File: src/rtl/tdc_multichannel.sv
// Multi-channel counter TDC: per-channel start->stop cycle count, saturating with sticky overflow.
// Edge pulses trail inputs by SYNC_STAGES cycles; results are held until acknowledged through the sel mux.
module tdc_multichannel #(
  parameter  int CHANNELS    = 4,
  parameter  int WIDTH       = 8,
  parameter  int SYNC_STAGES = 2,
  localparam int SEL_W       = (CHANNELS > 1) ? $clog2(CHANNELS) : 1
) (
  input  logic                clk,
  input  logic                rst,
  input  logic [CHANNELS-1:0] arm,
  input  logic [CHANNELS-1:0] start_in,
  input  logic [CHANNELS-1:0] stop_in,
  input  logic                mode,
  input  logic [SEL_W-1:0]    sel,
  input  logic                rd_ack,
  output logic [WIDTH-1:0]    count_out,
  output logic                ovf_out,
  output logic [CHANNELS-1:0] done,
  output logic [CHANNELS-1:0] busy
);

  typedef enum logic [1:0] {S_IDLE, S_ARMED, S_RUN, S_DONE} state_t;

  localparam logic [WIDTH-1:0] CNT_MAX = '1;
  localparam int               SEL_N   = 2 ** SEL_W;

  logic [WIDTH-1:0] w_res     [CHANNELS];
  logic             w_res_ovf [CHANNELS];

  for (genvar g = 0; g < CHANNELS; g++) begin : g_ch
    logic [SYNC_STAGES-1:0] r_start_sync;
    logic [SYNC_STAGES-1:0] r_stop_sync;
    logic                   r_start_prev;
    logic                   r_stop_prev;
    state_t                 r_state;
    logic [WIDTH-1:0]       r_cnt;
    logic [WIDTH-1:0]       r_result;
    logic                   r_ovf;
    logic                   r_res_ovf;
    logic                   r_done;
    logic                   r_busy;
    logic                   w_start_edge;
    logic                   w_stop_edge;
    logic                   w_ack;

    assign w_start_edge = r_start_sync[SYNC_STAGES-1] & ~r_start_prev;
    assign w_stop_edge  = r_stop_sync[SYNC_STAGES-1]  & ~r_stop_prev;
    // Out-of-range sel never matches any channel, so its rd_ack is inert.
    assign w_ack        = rd_ack && (sel == SEL_W'(g));

    always_ff @(posedge clk) begin
      if (rst) begin
        r_start_sync <= '0;
        r_stop_sync  <= '0;
        r_start_prev <= 1'b0;
        r_stop_prev  <= 1'b0;
        r_state      <= S_IDLE;
        r_cnt        <= '0;
        r_result     <= '0;
        r_ovf        <= 1'b0;
        r_res_ovf    <= 1'b0;
        r_done       <= 1'b0;
        r_busy       <= 1'b0;
      end else begin
        r_start_sync <= {r_start_sync[SYNC_STAGES-2:0], start_in[g]};
        r_stop_sync  <= {r_stop_sync[SYNC_STAGES-2:0], stop_in[g]};
        r_start_prev <= r_start_sync[SYNC_STAGES-1];
        r_stop_prev  <= r_stop_sync[SYNC_STAGES-1];
        case (r_state)
          S_IDLE: begin
            if (arm[g]) begin
              r_state <= S_ARMED;
              r_busy  <= 1'b1;
            end
          end
          S_ARMED: begin
            if (w_start_edge) begin
              r_state <= S_RUN;
              r_cnt   <= '0;
              r_ovf   <= 1'b0;
            end
          end
          S_RUN: begin
            if (w_stop_edge) begin
              r_state   <= S_DONE;
              r_busy    <= 1'b0;
              r_done    <= 1'b1;
              r_result  <= (r_cnt == CNT_MAX) ? CNT_MAX : r_cnt + 1'b1;
              r_res_ovf <= r_ovf | (r_cnt == CNT_MAX);
            end else if (r_cnt == CNT_MAX) begin
              r_ovf <= 1'b1;
            end else begin
              r_cnt <= r_cnt + 1'b1;
            end
          end
          S_DONE: begin
            if (w_ack) begin
              r_done <= 1'b0;
              if (mode) begin
                r_state <= S_ARMED;
                r_busy  <= 1'b1;
              end else begin
                r_state <= S_IDLE;
              end
            end
          end
          default: begin
            r_state <= S_IDLE;
            r_busy  <= 1'b0;
            r_done  <= 1'b0;
          end
        endcase
      end
    end

    assign done[g]      = r_done;
    assign busy[g]      = r_busy;
    assign w_res[g]     = r_result;
    assign w_res_ovf[g] = r_res_ovf;
  end

  // Pad the read mux to the full select range so unused codes read as zero.
  logic [WIDTH-1:0] w_res_pad [SEL_N];
  logic             w_ovf_pad [SEL_N];

  for (genvar p = 0; p < SEL_N; p++) begin : g_pad
    if (p < CHANNELS) begin : g_used
      assign w_res_pad[p] = w_res[p];
      assign w_ovf_pad[p] = w_res_ovf[p];
    end else begin : g_unused
      assign w_res_pad[p] = '0;
      assign w_ovf_pad[p] = 1'b0;
    end
  end

  assign count_out = w_res_pad[sel];
  assign ovf_out   = w_ovf_pad[sel];

endmodule

File: config.mk
export PLATFORM = sky130hd
export DESIGN_NAME = tdc_multichannel
export DESIGN_NICKNAME = d
export VERILOG_FILES = /design/src/rtl/tdc_multichannel.sv
export SDC_FILE = /design/constraint.sdc
export NUM_CORES = 1
export LEC_CHECK = 0
export BUFFER_PORTS_ARGS = -buffer_cell sky130_fd_sc_hd__buf_2
export CORE_ASPECT_RATIO = 1.25
export CORE_UTILIZATION = 55
export CTS_CLUSTER_SIZE = 12
export DETAILED_ROUTE_END_ITERATION = 8
export GPL_TIMING_DRIVEN = 0
export PLACE_DENSITY = 0.8
export SYNTH_ARGS = -nofsm -noshare
export SYNTH_HDL_FRONTEND = slang
export SYNTH_SLANG_ARGS = --single-unit
File: constraint.sdc
create_clock -name clk -period 2.3 [get_ports clk]
set_input_delay 0.46 -clock clk [delete_from_list [all_inputs] [get_ports clk]]
set_output_delay 0.46 -clock clk [all_outputs]
set_load 0.02 [all_outputs]
==> qor.yml, run 1 <==
layout:
  syn2layout_area_growth_pct: 12.1
  n_antenna_cell: 0
  drive_above_1_share_pct: 13.8
  final_nets: 662
clocking:
  clkTransAtPathRegs_ns: 0.07
  cts_num_sinks: 112
  clockRootBuffer: "clkbuf_16"
  clock_latency_ns: 0.35
  htree_levels: 3
  numCtsBuffers: 9
  clockBufferDepth: 2
  tritoncts: "built"
hold_path:
  hp-start: "stop_in[2]"
  min_to: "g_ch[2].r_stop_sync[0]$_SDFF_PP0_"
  holdPathStages: 2
  hold_path.class: "in -> reg"
routing:
  wirelength_mm: 12.5
  via_per_inst: 6.06
  wl_per_cell_um: 16.8
  vias: 4517
  drc: 0
  ant_nets: 0
  dr.pass1.iters: 5
  drt_iter0_drc: 256
worst_setup_path:
  critPathLaunchType: "flop"
  path_buf_inv: 2
  cpMaxStageDelayCell: "or4_1"
  arrival_ns: 2.43
  slowest_delay_ns: 0.48
  required_ns: 2.57
  cpLargestDelayFamily: "simple AND/OR/NAND/NOR gates"
  path_max_fanout: 10
  crit_chain: "inv_1, ha_2, and3b_1, buf_2, a211o_1, or4_1, a31oi_1"
  reg2reg_depth: 7
  path_class: "reg -> reg"
  rr_startpoint: "g_ch[0].r_state[0]$_SDFFE_PP0P_"
  end_kind: "flop"
  r2r_setup_slack_ns: 0.14
  worst_r2r_endpoint: "g_ch[0].r_cnt[2]$_SDFFE_PP0P_"
grt:
  grtUsageTotal_pct: 26.2
  overflow: 0
  grt_max_degree: 17
  grt_pass1_vias: 4370
  grt_pass1_wl_mm: 21.0
  antenna_found_initial: 0
timing:
  worst_pin_slew_ns: 0.967
  hold_viol_final: 0
  relSlewSlack_pct: 35.1
  maxSlewViolCount: 0
  fin_skew_ns: 0.00607
  rsz0062_at_grt: "no"
  finalSetupViolCount: 0
  min_period_over_period_pct: 94.0
  period_minus_slack_ns: 2.16
  clock.fmax_mhz: 462
  whs_ns: 0.323
logic_synthesis:
  ys_seq_elements: 112
  post_synth_inst_count: 575
  synthFlopType: "dfxtp_1"
  syn_nets: 618
  yosysSeqAreaShare_pct: 41.8
  yosys_warnings: 0
  ys_types: 57
  ys_async_sr_fraction_pct: 0
  synthesis.area_um2: 5370
  synth_enable_flop_cells: 0
  syn-mean-instance-area_um2: 9.34
power_and_ir_drop:
  p_leak_uw: 0.00227
  power_density_nw_per_um2: 884
  vdd_drop_max_v: 0.000644
  power_uw: 5320
place:
  port_buffers: 33
  gp_congestion: 0.865
  dp.final_hpwl_mm: 9.19
floorplan:
  fp.dieH_um: 112
  die-area_um2: 10200
  die-width_um: 90.4
  num_rows: 39
  core_area_um2: 9320
  pin_count: 35
  start_util_pct: 57.6
run:
  cap_violations: 0
run_status:
  status: "complete, no violations"
==> layout make-up <==
type / count / area, µm²
Fill cell: 761 / 3300
Multi-Input combinational cell: 405 / 2890
Sequential cell: 112 / 2240
Clock buffer: 11 / 243
Timing Repair Buffer: 33 / 165
Tap cell: 123 / 154
Buffer: 27 / 138
Inverter: 31 / 116
Clock inverter: 3 / 67.6
==> synth_stat cells, types with 2 or more instances <==
cell type | n | area [µm²]
ha_1 | 25 | 313
nor3b_1 | 2 | 15.0
o21ai_0 | 8 | 40.0
mux4_2 | 9 | 203
or2_2 | 3 | 18.8
inv_1 | 31 | 116
o21a_1 | 4 | 30.0
a31o_2 | 4 | 35.0
buf_2 | 4 | 20.0
a41oi_1 | 3 | 26.3
a211oi_1 | 40 | 300
nor2_1 | 57 | 214
clkbuf_1 | 14 | 52.6
and4_1 | 3 | 26.3
a211o_1 | 2 | 17.5
nor3_1 | 8 | 40.0
nand3b_1 | 3 | 22.5
a21o_1 | 6 | 45.0
o2111ai_1 | 3 | 26.3
nor4_1 | 2 | 12.5
buf_4 | 8 | 60.1
o211ai_1 | 3 | 22.5
nand2_1 | 28 | 105
o211a_1 | 4 | 40.0
nand4_1 | 9 | 56.3
xnor2_1 | 5 | 43.8
o2bb2ai_1 | 16 | 140
a2111oi_0 | 6 | 52.6
and3b_1 | 3 | 26.3
a31oi_1 | 3 | 18.8
and3_1 | 2 | 12.5
nor2b_1 | 39 | 244
a21bo_2 | 5 | 50.1
nand3_1 | 20 | 100
or3_1 | 4 | 25.0
a2bb2o_1 | 2 | 20.0
nand2b_1 | 10 | 62.6
a21oi_1 | 29 | 145
dfxtp_1 | 112 | 2240
xor2_1 | 10 | 87.6
a41o_1 | 6 | 60.1
a311oi_1 | 5 | 43.8
==> worst register-to-register path, delay by kind of cell, from the launching register on <==
kind | cells | cell delay, ns
buf+inv | 2 | 0.33
flops | 1 | 0.40
compound gates | 2 | 0.46
simple gates | 2 | 0.66
fa+ha+maj | 1 | 0.25
==> worst max path at each step <==
stage	from	endpoint	slack, ns	cells after the start
CTS	g_ch[3].r_state[0]$_SDFFE_PP0P_	g_ch[3].r_cnt[1]$_SDFFE_PP0P_	0.05	6
floorplan	g_ch[0].r_state[0]$_SDFFE_PP0P_	g_ch[0].r_cnt[2]$_SDFFE_PP0P_	0.32	7
finish	g_ch[0].r_state[0]$_SDFFE_PP0P_	g_ch[0].r_cnt[2]$_SDFFE_PP0P_	0.14	7
detailed placement	rst	g_ch[1].r_result[5]$_SDFFE_PP0P_	-0.21	5
global route	g_ch[1].r_state[0]$_SDFFE_PP0P_	g_ch[1].r_cnt[1]$_SDFFE_PP0P_	0.006	6
global placement	rst	g_ch[1].r_result[5]$_SDFFE_PP0P_	-0.16	5
==> sequential cells by signal (all words and copies together), names as in the netlist, 8 cells and up <==
name               cells
g_ch.r_cnt            32
g_ch.r_state           8
g_ch.r_start_sync      8
g_ch.r_stop_sync       8
g_ch.r_result         32
==> where the power goes <==
group	switching (µW)	total (µW)	internal, µW	leakage, µW
combinational	853	1430	576	0.00121
clock	674	1650	973	0.000148
sequential	140	2240	2110	0.000910
==> logic make-up (layout without fill, tap and decap cells) <==
logic type,count (synthesis),count (layout),synth area share [%]
adders and majority gates,25,25,5.83
and+or+nand+nor,197,197,18.9
muxes,10,10,3.96
DFF,112,112,41.8
xor gates and xnor gates,15,15,2.45
buffers and inverters,58,105,4.71
AOI/OAI and AO/OA,158,158,22.4
==> layer usage <==
metal	GRT usage [%]	vias to the layer above	wire length [µm]
li1	-	2193	-
met1	31.1	2136	5210
met2	44.6	154	6160
met3	4.40	34	702
met4	15.4	0	451
met5	0	-	0
==> through the flow <==
| step | instance area, µm² | setup TNS [ns] | utilization (%) | std cells | setup WS, ns |
|---|---|---|---|---|---|
| 3_5_place_dp | 5690 | -1.14 | 61.0 | 731 | -0.209 |
| 2_1_floorplan | 5370 | 0 | - | 575 | 0.320 |
| 5_1_grt | 6020 | 0 | 64.6 | 745 | 0.00610 |
| 3_3_place_gp | 5690 | -0.587 | 61.0 | 731 | -0.165 |
| 6_report | 6020 | 0 | 64.6 | 745 | 0.137 |
| 4_1_cts | 6000 | 0 | 64.4 | 745 | 0.0483 |
==> layout by cell type, fill, tap and decap left out, types with 4 or more instances in the layout <==
cell type / netlist / routed
a2111oi_0: 6 / 5
a211oi_1: 40 / 40
a21bo_2: 5 / 5
a21o_1: 6 / 6
a21oi_1: 29 / 29
a311oi_1: 5 / 5
a31o_2: 4 / 4
a41o_1: 6 / 6
buf_2: 4 / 37
buf_4: 8 / 8
clkbuf_1: 14 / 13
clkbuf_16: 0 / 9
dfxtp_1: 112 / 112
ha_1: 25 / 24
inv_1: 31 / 31
mux4_2: 9 / 9
nand2_1: 28 / 28
nand2b_1: 10 / 10
nand3_1: 20 / 20
nand4_1: 9 / 9
nor2_1: 57 / 57
nor2b_1: 39 / 39
nor3_1: 8 / 7
o211a_1: 4 / 4
o21a_1: 4 / 4
o21ai_0: 8 / 8
o2bb2ai_1: 16 / 16
or3_1: 4 / 4
xnor2_1: 5 / 5
xor2_1: 10 / 10
==> repair_timing <==
action	CTS	global route
endpoints found under the setup margin	0	24
resized for setup	0	8
hold buffers	0	0
setup buffers	0	0
Power figures use the tool's default switching activity.
==> inputs of run 2 (changes only) <==
==> config.mk (replaced) <==
export PLATFORM = sky130hd
export DESIGN_NAME = tdc_multichannel
export DESIGN_NICKNAME = d
export VERILOG_FILES = /design/src/rtl/tdc_multichannel.sv
export SDC_FILE = /design/constraint.sdc
export NUM_CORES = 1
export LEC_CHECK = 0
export CORE_ASPECT_RATIO = 1.25
export CORE_UTILIZATION = 55
export CTS_CLUSTER_SIZE = 12
export DETAILED_ROUTE_END_ITERATION = 8
export DONT_BUFFER_PORTS = 1
export GPL_TIMING_DRIVEN = 0
export PLACE_DENSITY = 0.77
export SYNTH_ARGS = -nofsm -noshare
export SYNTH_HDL_FRONTEND = slang
export SYNTH_SLANG_ARGS = --single-unit
==> run 2 against run 1 <==
Against the previous run:
- die area did not move
- first-iteration DRC count rose by 44%
- routed wire length fell by 1.1%
- clock power fell by 2%
- power fell by 1.4%
- non-clock buffer count fell by 33
- core utilization fell by 1.8 points
- setup slack improved by 0.010 ns
- final cell count fell by 4.4%
- register-to-register slack improved by 0.03 ns
- largest power group unchanged
- maximum frequency rose by 0.47%
- combinational power fell by 3%
- largest cell class unchanged
==> qor.yml, run 2 (synthesis gave the netlist of run 1 again) <==
floorplan:
  fp.dieH_um: 112  # unchanged
  num_rows: 39  # unchanged
  pin_count: 35  # unchanged
  die-area_um2: 10200  # unchanged
  core_area_um2: 9320  # unchanged
  die-width_um: 90.4  # unchanged
  start_util_pct: 57.6  # unchanged
hold_path:
  hold_path.class: "in -> reg"
routing:
  vias: 4351  # -3.7%
  drc: 0  # unchanged
  drt_iter0_drc: 369  # +44%
  dr.pass1.iters: 5  # unchanged
  wl_per_cell_um: 17.4  # +3.4%
  via_per_inst: 6.11  # +0.79%
  wirelength_mm: 12.4  # -1.1%
  ant_nets: 0  # unchanged
worst_setup_path:
  cpMaxStageDelayCell: "clkbuf_1"
  slowest_delay_ns: 0.61  # +0.13 ns
  cpLargestDelayFamily: "buffers and inverters"
  arrival_ns: 2.40  # -0.03 ns
  critPathLaunchType: "input port"
  end_kind: "flop"
  path_class: "in -> reg"
  path_buf_inv: 3  # +1
  crit_top_cell: "clkbuf_1"
  path_max_fanout: 10  # unchanged
  required_ns: 2.54  # -0.03 ns
  crit_chain: "clkbuf_1, clkbuf_1, clkbuf_1, nor2_1, o41a_1"
layout:
  postLayoutCellArea_um2: 5850  # -2.8%
  n_antenna_cell: 0  # unchanged
  reg.largest.list: "g_ch.r_cnt (32), g_ch.r_result (32)"
  final_nets: 629  # -5.0%
  syn2layout_area_growth_pct: 9.00
  drive_above_1_share_pct: 9.17  # -4.7 points
  finalNonFillerCells: 712  # -4.4%
  final_common_cell: "dfxtp_1"
  most-common-layout-cells: "dfxtp_1, nor2_1, a211oi_1"
  fin_util_pct: 62.8  # -1.8 points
grt:
  grt_pass1_wl_mm: 20.1  # -4.1%
  antenna_found_initial: 0  # unchanged
  grt_pass1_vias: 4151  # -5.0%
  overflow: 0  # unchanged
  grt_max_degree: 17  # unchanged
  grtUsageTotal_pct: 25.3  # -0.89 points
place:
  dp.final_hpwl_mm: 9.13  # -0.68%
  place_area_um2: 5520  # -2.9%
  port_buffers: 0  # -100%
  gp_congestion: 0.821  # -5.1%
  dpl.cell_count: 698  # -4.5%
timing:
  finalSetupViolCount: 0  # unchanged
  rsz0062_at_grt: "no"
  clock.fmax_mhz: 465  # +0.47%
  hold_viol_final: 0  # unchanged
  fin_skew_ns: 0.00869  # +0.00262 ns
  maxSlewViolCount: 0  # unchanged
  worst_pin_slew_ns: 0.773  # -0.194 ns
  relSlewSlack_pct: 48.5  # +13 points
  period_minus_slack_ns: 2.15  # -0.0102 ns
  min_period_over_period_pct: 93.6  # -0.44 points
clocking:
  cts_setup_buffers: 0  # unchanged
  numCtsBuffers: 9  # unchanged
  cts_num_sinks: 112  # unchanged
  clkTransAtPathRegs_ns: 0.07  # about the same
  clock_latency_ns: 0.36  # about the same
  clockRootBuffer: "clkbuf_16"
  htree_levels: 3  # unchanged
  cts_hold_buf: 0  # unchanged
  ctsResizeCount: 0  # unchanged
  tritoncts: "built"
  clockBufferDepth: 2  # unchanged
power_and_ir_drop:
  vdd_drop_max_v: 0.000550  # -15%
  power_density_nw_per_um2: 896  # +1.4%
  p_leak_uw: 0.00212  # -6.8%
run:
  cap_violations: 0  # unchanged
run_status:
  status: "complete, no violations"
-- run 2: cell count changes in the layout (fill, tap and decap cells not counted) --
cell,change
clkbuf_2,-1
nor3_2,+1
nor3_1,-1
clkinv_4,+1
clkbuf_8,+2
bufinv_16,-1
buf_2,-33
buf_1,-1
clkinvlp_4,-1
clkbuf_1,+1
-- run 2: path summary, 6_finish.rpt --
check / from / end / slack, ns / depth (start not counted)
max: rst / g_ch[1].r_result[5]$_SDFFE_PP0P_ / 0.15 / 5
min: stop_in[0] / g_ch[0].r_stop_sync[0]$_SDFF_PP0_ / 0.23 / 1
max reg2reg: g_ch[0].r_state[0]$_SDFFE_PP0P_ / g_ch[0].r_cnt[2]$_SDFFE_PP0P_ / 0.17 / 7
min reg2reg: g_ch[3].r_stop_sync[0]$_SDFF_PP0_ / g_ch[3].r_stop_sync[1]$_SDFF_PP0_ / 0.44 / 1
-- run 2: worst reg2reg max path, cell delays in order (launching register included) --
cell and delay [ns]:
dfxtp_1 0.39, inv_1 0.13, ha_2 0.25, and3b_1 0.19, buf_2 0.18, a211o_1 0.29, or4_1 0.47, a31oi_1 0.16
-- run 2: cell type report --
cell class / count / area, µm²
buffer: 27 / 136
clock buffer: 12 / 267
clock inverter: 2 / 38.8
fill: 774 / 3470
inverter: 31 / 116
multi-input combinational: 405 / 2900
sequential: 112 / 2240
tap: 123 / 154
-- run 2: per-layer routing --
layer  vias up  track usage (%)  share of wire [%]
met4         0             12.2                3.2
li1       2129                -                  -
met2       139             42.5                 49
met5         -                0                  0
met1      2054             31.2                 43
met3        29             4.88                4.9
-- run 2: report_power, final --
group	leakage (µW)	internal [µW]	total, µW	switching, µW
clock	0.000151	924	1610	689
sequential	0.000910	2110	2250	140
combinational	0.00105	542	1390	845
total	0.00212	3570	5250	1670
-- run 2: per-stage QoR --
step           setup TNS, ns  power [µW]  setup WS [ns]  hold slack, ns
2_1_floorplan              0        3340          0.320           0.414
3_3_place_gp          -0.679        3560         -0.205           0.423
3_5_place_dp          -0.712        3640         -0.175           0.427
4_1_cts                    0        5240         0.0448           0.228
5_1_grt                    0        5530         0.0459           0.233
6_report                   0        5250          0.147           0.231
